<file path="src/rtl/bin_cnt_pkg.sv">
// Shared constants for the binary counter that feeds the binary-to-Gray converter.
package bin_cnt_pkg;

  localparam int CNT_W = 4;

  localparam logic DIR_UP = 1'b1;
  localparam logic DIR_DN = 1'b0;

  function automatic int cnt_max(input int w);
    return (1 << w) - 1;
  endfunction

endpackage

</file>
<file path="src/rtl/bin_cnt_src_tick_gen.sv">
// Prescaler: emits one tick per DIV enabled cycles; phase freezes while en is low.
module tick_gen #(
  parameter int DIV = 1,
  parameter int PW  = 1
) (
  input  logic clk,
  input  logic rst,
  input  logic en,
  input  logic clr,
  output logic tick
);

  localparam logic [PW-1:0] LAST = PW'(DIV - 1);

  logic [PW-1:0] cnt;

  assign tick = en && (cnt == LAST);

  // NOTE: sequential state is written with <= so every register samples pre-edge values.
  always_ff @(posedge clk or posedge rst) begin
    if (rst) begin
      cnt <= '0;
    end else if (clr) begin
      cnt <= '0;
    end else if (en) begin
      if (tick) cnt <= '0;
      else      cnt <= cnt + PW'(1);
    end
  end

endmodule

</file>
<file path="src/rtl/bin_cnt_src.sv">
// Prescaled up/down binary counter with load, wrap/saturate and terminal-count pulse.
module bin_cnt_src
  import bin_cnt_pkg::*;
#(
  parameter int WIDTH = CNT_W,
  parameter int DIV   = 1
) (
  input  logic             clk,
  input  logic             rst,
  input  logic             en,
  input  logic             up,
  input  logic             ld,
  input  logic [WIDTH-1:0] ld_val,
  input  logic             sat,
  output logic [WIDTH-1:0] b,
  output logic             upd,
  output logic             tc
);

  localparam int              PW  = (DIV > 1) ? $clog2(DIV) : 1;
  localparam logic [WIDTH-1:0] MAX = WIDTH'(cnt_max(WIDTH));

  logic             tick;
  logic [WIDTH-1:0] step_b;
  logic             step_tc;

  tick_gen #(
    .DIV (DIV),
    .PW  (PW)
  ) u_tick_gen (
    .clk  (clk),
    .rst  (rst),
    .en   (en),
    .clr  (ld),
    .tick (tick)
  );

  // NOTE: every always_comb output gets a default first so no latch is inferred.
  always_comb begin
    step_b  = b;
    step_tc = 1'b0;
    if (up == DIR_UP) begin
      if (b == MAX) begin
        step_tc = 1'b1;
        step_b  = sat ? MAX : '0;
      end else begin
        step_b  = b + WIDTH'(1);
      end
    end else begin
      if (b == '0) begin
        step_tc = 1'b1;
        step_b  = sat ? '0 : MAX;
      end else begin
        step_b  = b - WIDTH'(1);
      end
    end
  end

  // Load outranks a coincident tick: the step is discarded and tc stays low.
  always_ff @(posedge clk or posedge rst) begin
    if (rst) begin
      b   <= '0;
      upd <= 1'b0;
      tc  <= 1'b0;
    end else if (ld) begin
      b   <= ld_val;
      upd <= 1'b1;
      tc  <= 1'b0;
    end else if (tick) begin
      b   <= step_b;
      upd <= 1'b1;
      tc  <= step_tc;
    end else begin
      upd <= 1'b0;
      tc  <= 1'b0;
    end
  end

endmodule

</file>
<file path="config.mk">
export PLATFORM = sky130hd
export DESIGN_NAME = bin_cnt_src
export DESIGN_NICKNAME = d
export VERILOG_FILES = /design/src/rtl/bin_cnt_pkg.sv /design/src/rtl/bin_cnt_src_tick_gen.sv /design/src/rtl/bin_cnt_src.sv
export SDC_FILE = /design/constraint.sdc
export NUM_CORES = 1
export LEC_CHECK = 0
export BUFFER_PORTS_ARGS = -buffer_cell sky130_fd_sc_hd__buf_2
export CAP_MARGIN = 20
export CORE_AREA = 2 2 39 41
export DETAILED_ROUTE_END_ITERATION = 8
export DIE_AREA = 0 0 41 43
export PLACE_DENSITY = 0.78
export SYNTH_ARGS = -nofsm -noshare
export SYNTH_HDL_FRONTEND = slang
export SYNTH_HIERARCHICAL = 1
export SYNTH_SLANG_ARGS = --single-unit
</file>
<file path="constraint.sdc">
create_clock -name clk -period 2.1 [get_ports clk]
set_clock_uncertainty 0.1 [all_clocks]
set_input_delay 0.315 -clock clk [delete_from_list [all_inputs] [get_ports clk]]
set_output_delay 0.315 -clock clk [all_outputs]
set_load 0.02 [all_outputs]
</file>
==> summary.log <==
qor: run_status.run_status completed
qor: place.detailedPlacementHpwl 952 um
qor: power_and_ir_drop.power_density 636 mW/mm2
qor: timing.slew-limit-headroom 65.9%
qor: synth.post-synth-top-area-fraction 29.3%
qor: global_route.via_count_of_the_first_global_routing_pass 537
qor: synth.mappedNetlistArea 598 um2
qor: synth.synth_top_area_cell dfrtp_1
qor: synth.synth.ff_latch_count 7
qor: floorplanning.initial_util 43.2%
qor: floorplanning.ioPinCount 16
qor: critical_path.critPathArrivalTime 1.80 ns
qor: layout.antennaDiodeCount 0
qor: floorplanning.fp.dieH 43 um
qor: clock_tree.tritoncts_num_sinks 7
qor: global_route.track_usage 17.1%
qor: clock_tree.ctsHtreeMaxLevel 1
qor: timing.rsz0062_at_grt no
qor: synth.compound_cell_area_share_of_the_yosys_netlist 19.7%
qor: power_and_ir_drop.power.internal 286 uW
qor: critical_path.cp_cell_sequence ha_1 > nand4_1 > nand2b_1 > a311oi_1 > o21ai_1
qor: synth.share_of_synthesized_area_occupied_by_flip_flops_and_latches 29.3%
qor: critical_path.cp-start-kind register
qor: synth.synth_commonest_cells 7 x dfrtp_1, 7 x inv_1, 5 x a21oi_1
qor: layout.share_of_cells_above_drive_strength_1 31.3%
qor: layout.areaGrowthSynthToFinish 16.3%
qor: global_route.grt_max_degree 15
qor: critical_path.cp-end-kind register
qor: timing.max_clock_freq 0.563 GHz
qor: place.dpl.cell_count 94
qor: timing.worst-slew-pin-transition 0.512 ns
qor: power_and_ir_drop.clock_power_share 27.8%
qor: floorplanning.design.die.area 0.00176 mm2
qor: global_route.initial_antenna_violation_count 0
qor: route.routed-wl-met2 636 um
qor: synth.synthesis.area_per_instance 8.93 um2
qor: floorplanning.floorplan.rows 14
qor: timing.drv_slew 0
qor: layout.fin_nets 96
qor: floorplanning.die_w 41 um
qor: clock_tree.postCtsSetupRepairBufs 0
qor: route.wire_per_inst 12.7 um
qor: clock_tree.clkSlewWorstSetupHoldPaths 0.05 ns
qor: synth.mappedNetlistNets 79
qor: synth.combinational_family_with_the_most_area_after_synthesis simple AND/OR/NAND/NOR gates
qor: power_and_ir_drop.switching_power 157 uW
qor: synth.yosys_most_used_dff dfrtp_1
qor: critical_path.timing.critical_path.slowest_cell_delay 0.44 ns
qor: layout.finish.instance_area 696 um2
qor: synth.yosys_warnings 6
qor: clock_tree.clock-root-buffer clkbuf_4
qor: route.final_antenna_net_count 0
qor: timing.fin_crit_sh 84.6%
qor: synth.count_of_flip_flops_with_a_built_in_enable_after_synthesis 0
qor: synth.syn_inst 67
qor: synth.synth_xor_area_share 0%
qor: critical_path.critical-path-slowest-cell dfrtp_1
qor: synth.synth.area.top_cells dfrtp_1 29%, mux2i_1 5.0%, inv_1 4.4%
qor: route.wl 1260 um
qor: critical_path.startpoint b[1]
qor: layout.final_non_filler_cell_total 99
qor: global_route.grt_first_pass_wirelength 2040 um
qor: clock_tree.cts-root-to-sink-buffers 2
qor: synth.muxShareOfSynthArea 7.53%
qor: critical_path.timing.rr.start b[1]
qor: place.placedInstanceArea 659 um2
qor: route.routedLengthMet1 562 um
qor: timing.setup-violations-final 0
qor: floorplanning.core_region_area 0.00138 mm2
qor: synth.synthSimpleGateAreaFrac 28.7%
qor: timing.timing.final.crit_period 1.78 ns
qor: clock_tree.cts_tree done
qor: clock_tree.numCtsBuffers 3
qor: route.viasPerCell 5.58
qor: critical_path.setup_crit_path_kind reg -> reg
qor: power_and_ir_drop.p_leak 0.308 nW
qor: power_and_ir_drop.share_seq_of_total_power 39.6%
qor: route.routed-wl-met3 57 um
qor: min_path.hold_path.startpoint en
qor: route.number_of_design_rule_violations_left_after_detail_routing 0
qor: timing.hold_slack 0.141 ns
qor: critical_path.critical_path_peak_fanout 7
qor: route.vias 552
qor: power_and_ir_drop.power.ir.vdd_worst 0.000381 V
qor: synth.synth.distinct_cells 36
qor: power_and_ir_drop.power.share.switching 35.5%
qor: timing.fin_ws 0.324 ns
qor: route.drt_pre_antenna_iters 4
qor: global_route.global_route.overflow_total 0
qor: route.drt_iter0_drc 12
qor: timing.report.final.hold_viol_count 0
qor: job.timing.max_cap.violations 0
qor: synth.synth_async_sr_flop_share 100%
qor: power_and_ir_drop.pwr-share-comb 32.6%
qor: place.pre_cts_slack 0.362 ns
qor: clock_tree.clock_latency 0.25 ns
qor: synth.synth_adder_area_share 4.18%
qor: clock_tree.cts_resized 0
qor: place.portBuffers 15
qor: critical_path.worst-endpoint-required 2.13 ns
qor: place.place_congestion 0.832
qor: timing.totalNegativeSetupSlack 0 ns
qor: route.top_layer_used met3
qor: min_path.hold_path.class in -> reg
[kinds of logic after synthesis]
kind of cell / count (synthesis)
AND/OR/NAND/NOR: 24
AO/OA/AOI/OAI: 18
buffers and inverters: 12
flip-flops: 7
multiplexers: 4
adder cells (fa/ha/maj): 2
[sequential cells by signal, indices dropped and copies added, names as in the netlist]
register / count
b: 4
tc: 1
u_tick_gen/cnt: 1
upd: 1
[power by group through the flow]
stage	clock [mW]	sequential, mW	combinational, mW
2_1_floorplan	0	0.176	0.113
3_3_place_gp	0	0.176	0.140
3_5_place_dp	0	0.177	0.144
4_1_cts	0.128	0.175	0.146
5_1_grt	0.132	0.178	0.162
6_report	0.123	0.175	0.144
[metal layers]
layer,GRT usage [%],vias to the layer above
li1,-,273
met1,19.3,267
met2,28.7,12
met3,6.28,0
met4,4.00,0
met5,0,-
[final cells by class]
class	instances	area, um2
sequential	7	175
inverter	8	30.0
fill	140	688
tap	16	20.0
timing repair buffer	16	85.1
clock buffer	4	26.3
multi-input combinational	48	359
[final timing paths]
path                                  end  slack (ns)  depth (start not counted)
min in group asynchronous  u_tick_gen/cnt        0.36                          3
setup reg to reg                     b[0]        0.32                          5
setup / recovery                     b[0]        0.32                          5
hold / removal             u_tick_gen/cnt        0.14                          2
max in group asynchronous              tc        1.27                          3
hold reg to reg            u_tick_gen/cnt        0.43                          1
[stage by stage]
| stage | utilization [%] | power (mW) |
|---|---|---|
| floorplan | - | 0.289 |
| global placement | 47.6 | 0.316 |
| detailed placement | 47.6 | 0.321 |
| CTS | 50.3 | 0.449 |
| global route | 50.3 | 0.472 |
| finish | 50.3 | 0.443 |
[placed cells by master (no fill, tap or decap), drive strengths merged, types with 2 or more instances in the layout]
cell | synthesis | routed
nand2 | 4 | 4
mux2i | 3 | 3
a21oi | 5 | 5
nor3 | 3 | 3
clkbuf | 1 | 4
nor3b | 3 | 3
buf | 3 | 15
nand2b | 2 | 2
o21ai | 4 | 4
inv | 8 | 8
ha | 2 | 2
nor2 | 2 | 2
nand3 | 2 | 2
o21a | 2 | 2
dfrtp | 7 | 7
[critical path: cells and delay by family (launching register included)]
kind	cells	cell delay (ns)
flip-flops	1	0.44
AND/OR/NAND/NOR	2	0.39
AO/OA/AOI/OAI	2	0.38
adder cells (fa/ha/maj)	1	0.35
[repair_timing]
item / in CTS / in global routing
hold buffers: 1 / 0
hold endpoints to repair: 7 / 0
setup endpoints to repair: 0 / 0
No activity file was read; power rests on OpenSTA's default activity.
